File: src/rtl/uart_tx_mmio_responder_pkg.sv
// Shared definitions for the memory-mapped UART transmitter:
// register word indices, STATUS/CTRL bit positions and the FSM state encoding.
package uart_tx_mmio_pkg;

    localparam int unsigned DATA_BITS = 8;

    // Register word indices inside the 5-word UART window
    localparam int unsigned REG_TXDATA = 0;
    localparam int unsigned REG_STATUS = 1;
    localparam int unsigned REG_BAUD   = 2;
    localparam int unsigned REG_CTRL   = 3;
    localparam int unsigned REG_TXCNT  = 4;

    // STATUS bit positions
    localparam int unsigned STAT_BUSY_BIT  = 0;
    localparam int unsigned STAT_FULL_BIT  = 1;
    localparam int unsigned STAT_EMPTY_BIT = 2;
    localparam int unsigned STAT_OVF_BIT   = 3;
    localparam int unsigned STAT_CNT_LSB   = 4;

    // CTRL bit positions
    localparam int unsigned CTRL_TXEN_BIT  = 0;
    localparam int unsigned CTRL_IRQEN_BIT = 1;
    localparam int unsigned CTRL_CLR_BIT   = 2;
    localparam int unsigned CTRL_PODD_BIT  = 3;

    // S_PARITY is only reachable when the parity feature is compiled in
    typedef enum logic [2:0] {
        S_IDLE   = 3'd0,
        S_START  = 3'd1,
        S_DATA   = 3'd2,
        S_PARITY = 3'd3,
        S_STOP   = 3'd4
    } state_t;

endpackage

File: src/rtl/uart_tx_mmio_responder_if.sv
// Decoder-side register bus for the UART: select/write/word-index/write-data
// from the decoder, combinational read data back.
interface uart_tx_mmio_responder_if #(
    parameter int ADDR_W = 3
);
    logic              select;
    logic              write;
    logic [ADDR_W-1:0] addr;
    logic [31:0]       wdata;
    logic [31:0]       rdata;

    modport master (output select, output write, output addr, output wdata, input rdata);
    modport slave  (input select, input write, input addr, input wdata, output rdata);
endinterface

File: src/rtl/uart_tx_mmio_responder_fifo.sv
// Byte-wide synchronous TX FIFO. Depth must be a power of two so the
// pointers wrap naturally. A push when full is dropped; clr empties it.
module uart_tx_fifo #(
    parameter int DEPTH = 4
) (
    input  logic                     clk,
    input  logic                     rst_n,
    input  logic                     clr,
    input  logic                     push,
    input  logic                     pop,
    input  logic [7:0]               din,
    output logic [7:0]               dout,
    output logic                     full,
    output logic                     empty,
    output logic [$clog2(DEPTH):0]   count
);
    localparam int PTR_W = $clog2(DEPTH);
    localparam int CNT_W = PTR_W + 1;

    logic [7:0]       mem [DEPTH];
    logic [PTR_W-1:0] wr_ptr;
    logic [PTR_W-1:0] rd_ptr;
    logic             do_push;
    logic             do_pop;

    assign full    = (count == CNT_W'(DEPTH));
    assign empty   = (count == '0);
    assign do_push = push && !full;
    assign do_pop  = pop && !empty;
    assign dout    = mem[rd_ptr];

    // Pointer and occupancy bookkeeping; clr behaves like a reset of the queue
    always_ff @(posedge clk) begin
        // NOTE: sequential state uses non-blocking assignments so every register samples pre-edge values.
        if (!rst_n || clr) begin
            wr_ptr <= '0;
            rd_ptr <= '0;
            count  <= '0;
        end else begin
            if (do_push) wr_ptr <= wr_ptr + PTR_W'(1);
            if (do_pop)  rd_ptr <= rd_ptr + PTR_W'(1);
            case ({do_push, do_pop})
                2'b10:   count <= count + CNT_W'(1);
                2'b01:   count <= count - CNT_W'(1);
                default: count <= count;
            endcase
        end
    end

    // Storage array write
    always_ff @(posedge clk) begin
        // NOTE: the storage array is not reset; the pointers alone define which entries are valid.
        if (do_push) mem[wr_ptr] <= din;
    end

endmodule

File: src/rtl/uart_tx_mmio_responder.sv
// Memory-mapped 8N1 UART transmitter on the decoder's device-3 port.
// Registers: TX_DATA, STATUS, BAUD_DIV, CTRL, TX_COUNT at word indices 0-4.
// Optional even/odd parity bit is compiled in with `define UART_TX_PARITY_EN.
module uart_tx_mmio_responder
    import uart_tx_mmio_pkg::*;
#(
    parameter int          FIFO_DEPTH   = 4,
    parameter logic [15:0] BAUD_DIV_RST = 16'd433,
    parameter int          ADDR_W       = 3
) (
    input  logic                          clk,
    input  logic                          rst_n,
    uart_tx_mmio_responder_if.slave       bus,
    output logic                          tx,
    output logic                          irq
);
    localparam int IDX_W = $clog2(DATA_BITS);

    state_t                     state, next_state;
    logic [15:0]                baud_div;
    logic [15:0]                div_q;
    logic [15:0]                bit_cnt;
    logic [IDX_W-1:0]           bit_idx;
    logic [DATA_BITS-1:0]       data_q;
    logic                       tx_en, irq_en, parity_odd, overflow;
    logic [31:0]                tx_count;
    logic                       fifo_pop, fifo_full, fifo_empty, fifo_clr;
    logic [7:0]                 fifo_dout;
    logic [$clog2(FIFO_DEPTH):0] fifo_count;
    logic                       reg_wr, wr_txdata, wr_status, wr_baud, wr_ctrl, wr_txcnt;
    logic                       bit_tick, frame_done, parity_bit;
    logic [31:0]                rd_val, status_rd, ctrl_rd;
    logic                       unused_wdata;

    assign unused_wdata = ^bus.wdata[31:16];

    assign reg_wr    = bus.select && bus.write;
    assign wr_txdata = reg_wr && (bus.addr == ADDR_W'(REG_TXDATA));
    assign wr_status = reg_wr && (bus.addr == ADDR_W'(REG_STATUS));
    assign wr_baud   = reg_wr && (bus.addr == ADDR_W'(REG_BAUD));
    assign wr_ctrl   = reg_wr && (bus.addr == ADDR_W'(REG_CTRL));
    assign wr_txcnt  = reg_wr && (bus.addr == ADDR_W'(REG_TXCNT));
    assign fifo_clr  = wr_ctrl && bus.wdata[CTRL_CLR_BIT];

    uart_tx_fifo #(.DEPTH(FIFO_DEPTH)) u_fifo (
        .clk   (clk),
        .rst_n (rst_n),
        .clr   (fifo_clr),
        .push  (wr_txdata),
        .pop   (fifo_pop),
        .din   (bus.wdata[7:0]),
        .dout  (fifo_dout),
        .full  (fifo_full),
        .empty (fifo_empty),
        .count (fifo_count)
    );

    // Software-visible configuration and status registers
    always_ff @(posedge clk) begin
        if (!rst_n) begin
            baud_div <= BAUD_DIV_RST;
            tx_en    <= 1'b0;
            irq_en   <= 1'b0;
            overflow <= 1'b0;
            tx_count <= '0;
        end else begin
            if (wr_baud) baud_div <= bus.wdata[15:0];
            if (wr_ctrl) begin
                tx_en  <= bus.wdata[CTRL_TXEN_BIT];
                irq_en <= bus.wdata[CTRL_IRQEN_BIT];
            end
            // A new overflow event takes priority over a same-cycle W1C
            if (wr_txdata && fifo_full)                     overflow <= 1'b1;
            else if (wr_status && bus.wdata[STAT_OVF_BIT])  overflow <= 1'b0;
            // Software clear beats a same-cycle frame completion
            if (wr_txcnt)        tx_count <= '0;
            else if (frame_done) tx_count <= tx_count + 32'd1;
        end
    end

`ifdef UART_TX_PARITY_EN
    // Parity sense selection, only present with the parity feature
    always_ff @(posedge clk) begin
        if (!rst_n)       parity_odd <= 1'b0;
        else if (wr_ctrl) parity_odd <= bus.wdata[CTRL_PODD_BIT];
    end
`else
    assign parity_odd = 1'b0;
`endif

    assign parity_bit = (^data_q) ^ parity_odd;
    assign bit_tick   = (bit_cnt == 16'd0);

    // FSM state register
    always_ff @(posedge clk) begin
        if (!rst_n) state <= S_IDLE;
        else        state <= next_state;
    end

    // FSM next state, FIFO pop, frame completion and serial line level
    always_comb begin
        // NOTE: every output gets a default first so no path through the case infers a latch.
        next_state = state;
        fifo_pop   = 1'b0;
        frame_done = 1'b0;
        tx         = 1'b1;
        case (state)
            S_IDLE: begin
                if (tx_en && !fifo_empty) begin
                    next_state = S_START;
                    fifo_pop   = 1'b1;
                end
            end
            S_START: begin
                tx = 1'b0;
                if (bit_tick) next_state = S_DATA;
            end
            S_DATA: begin
                tx = data_q[bit_idx];
                if (bit_tick && bit_idx == IDX_W'(DATA_BITS - 1)) begin
`ifdef UART_TX_PARITY_EN
                    next_state = S_PARITY;
`else
                    next_state = S_STOP;
`endif
                end
            end
            S_PARITY: begin
                tx = parity_bit;
                if (bit_tick) next_state = S_STOP;
            end
            S_STOP: begin
                if (bit_tick) begin
                    frame_done = 1'b1;
                    if (tx_en && !fifo_empty) begin
                        next_state = S_START;
                        fifo_pop   = 1'b1;
                    end else begin
                        next_state = S_IDLE;
                    end
                end
            end
            default: next_state = S_IDLE;
        endcase
    end

    // Frame datapath: byte capture, bit-time down-counter and bit index
    always_ff @(posedge clk) begin
        if (!rst_n) begin
            data_q  <= '0;
            div_q   <= '0;
            bit_cnt <= '0;
            bit_idx <= '0;
        end else if (fifo_pop) begin
            data_q  <= fifo_dout;
            div_q   <= baud_div;
            bit_cnt <= baud_div;
            bit_idx <= '0;
        end else if (state != S_IDLE) begin
            if (bit_tick) begin
                bit_cnt <= div_q;
                if (state == S_DATA) bit_idx <= bit_idx + IDX_W'(1);
            end else begin
                bit_cnt <= bit_cnt - 16'd1;
            end
        end
    end

    assign irq = fifo_empty && (state == S_IDLE) && irq_en;

    // Combinational read mux; reads have no side effects
    always_comb begin
        status_rd                          = '0;
        status_rd[STAT_BUSY_BIT]           = (state != S_IDLE);
        status_rd[STAT_FULL_BIT]           = fifo_full;
        status_rd[STAT_EMPTY_BIT]          = fifo_empty;
        status_rd[STAT_OVF_BIT]            = overflow;
        status_rd[STAT_CNT_LSB +: 3]       = 3'(fifo_count);
        ctrl_rd                            = '0;
        ctrl_rd[CTRL_TXEN_BIT]             = tx_en;
        ctrl_rd[CTRL_IRQEN_BIT]            = irq_en;
        ctrl_rd[CTRL_PODD_BIT]             = parity_odd;
        rd_val                             = '0;
        if (bus.select) begin
            case (bus.addr)
                ADDR_W'(REG_STATUS): rd_val = status_rd;
                ADDR_W'(REG_BAUD):   rd_val = {16'h0, baud_div};
                ADDR_W'(REG_CTRL):   rd_val = ctrl_rd;
                ADDR_W'(REG_TXCNT):  rd_val = tx_count;
                default:             rd_val = '0;
            endcase
        end
    end

    assign bus.rdata = rd_val;

endmodule

File: src/flat_wrapper.sv
// flat-port wrapper written by rule: the top's interface ports become plain ports
module uart_tx_mmio_responder_flat import uart_tx_mmio_pkg::*;
#(
    parameter int          FIFO_DEPTH   = 4,
    parameter logic [15:0] BAUD_DIV_RST = 16'd433,
    parameter int          ADDR_W       = 3
)
  (clk, rst_n, tx, irq, bus_select, bus_write, bus_addr, bus_wdata, bus_rdata);
  uart_tx_mmio_responder_if #(.ADDR_W(ADDR_W)) bus_i ();
  input  logic clk;
  input  logic rst_n;
  output logic tx;
  output logic irq;
  input wire logic [$bits(bus_i.select)-1:0] bus_select;
  input wire logic [$bits(bus_i.write)-1:0] bus_write;
  input wire logic [$bits(bus_i.addr)-1:0] bus_addr;
  input wire logic [$bits(bus_i.wdata)-1:0] bus_wdata;
  output wire logic [$bits(bus_i.rdata)-1:0] bus_rdata;
  assign bus_i.select = bus_select;
  assign bus_i.write = bus_write;
  assign bus_i.addr = bus_addr;
  assign bus_i.wdata = bus_wdata;
  assign bus_rdata = bus_i.rdata;
  uart_tx_mmio_responder #(.FIFO_DEPTH(FIFO_DEPTH), .BAUD_DIV_RST(BAUD_DIV_RST), .ADDR_W(ADDR_W)) u_core (.clk(clk), .rst_n(rst_n), .bus(bus_i), .tx(tx), .irq(irq));
endmodule
File: config.mk
export PLATFORM = sky130hd
export DESIGN_NAME = uart_tx_mmio_responder_flat
export DESIGN_NICKNAME = d
export VERILOG_FILES = /design/src/rtl/uart_tx_mmio_responder_pkg.sv /design/src/rtl/uart_tx_mmio_responder_if.sv /design/src/rtl/uart_tx_mmio_responder_fifo.sv /design/src/rtl/uart_tx_mmio_responder.sv /design/src/flat_wrapper.sv
export SDC_FILE = /design/constraint.sdc
export NUM_CORES = 1
export LEC_CHECK = 0
export ABC_AREA = 1
export CAP_MARGIN = 20
export CORE_MARGIN = 2
export CORE_UTILIZATION = 45
export DETAILED_ROUTE_END_ITERATION = 16
export PLACE_DENSITY = 0.66
export REMOVE_ABC_BUFFERS = 1
export SETUP_SLACK_MARGIN = 0.1
export SLEW_MARGIN = 10
export SYNTH_ARGS = -nofsm -noshare
export SYNTH_HDL_FRONTEND = slang
export SYNTH_SLANG_ARGS = --single-unit
File: constraint.sdc
create_clock -name clk -period 2.45 [get_ports clk]
set_clock_uncertainty 0.05 [all_clocks]
set_input_delay 0.49 -clock clk [delete_from_list [all_inputs] [get_ports clk]]
set_output_delay 0.49 -clock clk [all_outputs]
set_load 0.01 [all_outputs]
==> run_results.csv <==
group,metric,value,unit
timing,clock.fmax,437,MHz
setup_path,crit_arrival,2.56,ns
cts,clk_latency,0.43,ns
setup_path,critPathMaxFanout,3,
grt,grt_pass1_wl,31.7,mm
timing,fin_hold_ws,0.413,ns
die,chipHeight,131,um
grt,grt_antenna_before_repair,0,
die,num_rows,46,
setup_path,cp-start-kind,"register",
placed_design,portBuffers,56,
finish,n_antenna_cell,0,
routing,wl_met3,937,um
routing,met1Wirelength,9.16,mm
cts,cts-buffers-inserted,17,
cts,cts_tree,"done",
finish,syn_to_final_growth,21.5,%
placed_design,dp_hpwl,13.7,mm
routing,dr.pass1.iters,7,
timing,final.period_utilization,0.934,
timing,rsz0062_at_grt,"true",
yosys,synth-seq-area-share,0.417,
routing,top_layer,"met4",
worst_hold_path,hold_class,"reg -> reg",
routing,wl,19.0,mm
grt,grt_pass1_vias,6434,
die,fp.dieW,131,um
yosys,netlist_instances,1069,
status,status,"finished, final reports clean",
timing,setup_viol_count_final,0,
cts,clockRootBuffer,"clkbuf_16",
power,peakVddDrop,0.484,mV
setup_path,rr_endpoint,"u_core.u_fifo.count[2]",
worst_hold_path,min_to,"u_core.div_q[4]",
timing,final_max_slew_viol_count,0,
flow_run,drv_cap,0,
routing,detail-route-antenna-nets,0,
cts,clock_sink_count,136,
worst_hold_path,holdPathStages,2,
routing,viasPerCell,5.04,
yosys,synthDistinctLibCells,40,
routing,num_vias,6989,
timing,slew_headroom,0.554,
yosys,avgSynthCellArea,6.82,um2
die,io_pins,73,
cts,clkSlewWorstSetupHoldPaths,0.06,ns
yosys,synth_enable_flop_cells,32,
yosys,ys.flop_type,"dfxtp_1",
power,p_total,5.02,mW
setup_path,r2r_start,"u_core.bit_cnt[0]",
timing,tightest_slew,0.668,ns
die,dieArea,17200,um2
routing,drt_iter0_markers,513,
setup_path,r2r_setup_slack,0.16,ns
yosys,synth.yosys.warnings,0,
routing,wl_met2,8.68,mm
routing,wire_per_inst,13.7,um
finish,final_cell_area,8870,um2
placed_design,post_dp_cell_area,8320,um2
setup_path,critPathRequiredTime,2.72,ns
power,power_per_cell_area,566,nW/um2
placed_design,gp_congestion,0.904,
finish,fin_nets,1206,
timing,hold_viol_final,0,
die,start_util,0.459,
placed_design,place_inst,1351,
grt,grt_usage,0.225,
finish,finish.cell_count_without_fillers,1386,
yosys,ys_ff_latch,136,
finish,drive_gt1_frac,0.115,
timing,min_period,2.29,ns
setup_path,path_class,"reg -> reg",
cts,cts_buffer_depth,2,
routing,drcViolationCount,0,
setup_path,reg2reg_depth,15,
die,core,15900,um2
cts,htreeDepth,4,
power,leakage,3.67,nW
setup_path,endpoint_kind,"register",
grt,gr-total-overflow,0,
cts,hold_buffers,0,
yosys,synth_area,7300,um2
grt,grt_max_degree,32,
worst_hold_path,hold_start,"u_core.div_q[4]",
yosys,ys_async_sr_fraction,0,
-- logic make-up after synthesis --
logic type / Yosys count / synth area share
and+or+nand+nor: 582 / 0.328
buffers and inverters: 149 / 0.0820
DFF: 136 / 0.417
AOI/OAI and AO/OA: 168 / 0.126
adders and majority gates: 10 / 0.0182
xor gates and xnor gates: 24 / 0.0288
-- worst max-delay path: stages (launching register included) --
cell and delay, ns:
dfxtp_1 0.31, inv_1 0.11, ha_4 0.15, nand2_2 0.08
nor2_4 0.14, nand3_4 0.10, nand2_4 0.09, nand2_4 0.05
inv_2 0.08, ha_1 0.14, inv_1 0.06, fa_1 0.38
a21oi_1 0.15, o21ai_1 0.09, xor2_1 0.14, nor2_1 0.05
-- cell usage after synthesis (2+ instances only) --
| cell type | instances | area (um2) |
|---|---|---|
| o21ai_1 | 2 | 10.0 |
| buf_4 | 3 | 22.5 |
| o32ai_1 | 8 | 70.1 |
| nand3_1 | 75 | 375 |
| edfxtp_1 | 32 | 961 |
| clkbuf_1 | 21 | 78.8 |
| nand2_2 | 2 | 12.5 |
| inv_2 | 5 | 18.8 |
| nand2_4 | 2 | 22.5 |
| o211ai_1 | 3 | 22.5 |
| dfxtp_1 | 104 | 2080 |
| a21oi_1 | 73 | 365 |
| nor2_1 | 152 | 571 |
| a221oi_1 | 3 | 26.3 |
| nand2_1 | 317 | 1190 |
| xnor2_1 | 6 | 52.6 |
| clkinv_1 | 3 | 11.3 |
| buf_6 | 2 | 22.5 |
| buf_2 | 10 | 50.1 |
| o22ai_1 | 13 | 81.3 |
| inv_1 | 104 | 390 |
| nor2_2 | 3 | 18.8 |
| nor2_4 | 4 | 45.0 |
| xor2_1 | 18 | 158 |
| ha_1 | 9 | 113 |
| o21ai_0 | 62 | 310 |
| nor3_1 | 20 | 100 |
-- cells in the final DEF, fill, tap and decap left out, drive strengths merged, types with 2 or more instances in the layout --
cell,n
buf,55
nand3,76
inv,110
ha,9
a21oi,73
a221oi,3
clkbuf,35
nor3,21
clkinv,10
clkdlybuf4s15,5
clkdlybuf4s50,18
dfxtp,104
o32ai,8
o21ai,64
xor2,18
nand2,321
xnor2,6
bufinv,2
o22ai,13
dlygate4sd2,11
edfxtp,32
clkinvlp,3
nor2,159
o211ai,3
-- state kept, by name, summed over array words and instances (netlist names) --
name	cells
u_core.tx_count	32
u_core.state	3
u_core.irq_en	1
u_core.div_q	16
u_core.u_fifo.count	3
u_core.u_fifo.rd_ptr	2
u_core.tx_en	1
u_core.u_fifo.wr_ptr	2
u_core.overflow	1
u_core.u_fifo.mem	32
u_core.baud_div	16
u_core.data_q	8
u_core.bit_idx	3
u_core.bit_cnt	16
-- where the power goes --
| part | internal, mW | switching [mW] |
|---|---|---|
| clock | 1.49 | 0.983 |
| combinational | 0.0967 | 0.136 |
| sequential | 2.30 | 0.0106 |
| total | 3.89 | 1.13 |
-- metal layers --
layer / track usage / vias up
li1: - / 3631
met2: 0.358 / 160
met4: 0.0670 / 0
met5: 0 / -
met1: 0.311 / 3174
met3: 0.0459 / 24
-- cell type report --
type / instances / area, um2
repair buffers: 106 / 845
clock inverters: 13 / 130
multi-input cells: 784 / 3720
flip-flops and latches: 136 / 3050
well taps: 216 / 270
fillers: 1574 / 7020
inverters: 112 / 423
clock buffers: 19 / 433
-- timing repair --
item	in CTS	in global routing
gates resized for setup	75	41
setup endpoints to repair	34	35
pin swaps	3	8
setup buffers	0	3
-- metrics by stage --
step                setup WS (ns)   util  TNS (ns)
global route             -0.00381  0.558  -0.00381
finish                      0.162  0.558         0
CTS                        0.0686  0.559         0
global placement           -0.441  0.524    -10.94
floorplan                  -0.672      -    -13.74
detailed placement         -0.469  0.524    -12.01
-- worst max path at each step --
stage                            from                      to  slack (ns)  depth (start not counted)
global route        u_core.bit_cnt[9]  u_core.u_fifo.count[2]      -0.004                         14
finish              u_core.bit_cnt[0]  u_core.u_fifo.count[2]        0.16                         15
detailed placement        bus_addr[1]            bus_rdata[7]       -0.47                          8
floorplan                 bus_addr[1]      u_core.tx_count[0]       -0.67                          6
CTS                       bus_addr[0]            bus_rdata[7]        0.07                          8
global placement          bus_addr[1]            bus_rdata[7]       -0.44                          8
Power figures use the tool's default switching activity.
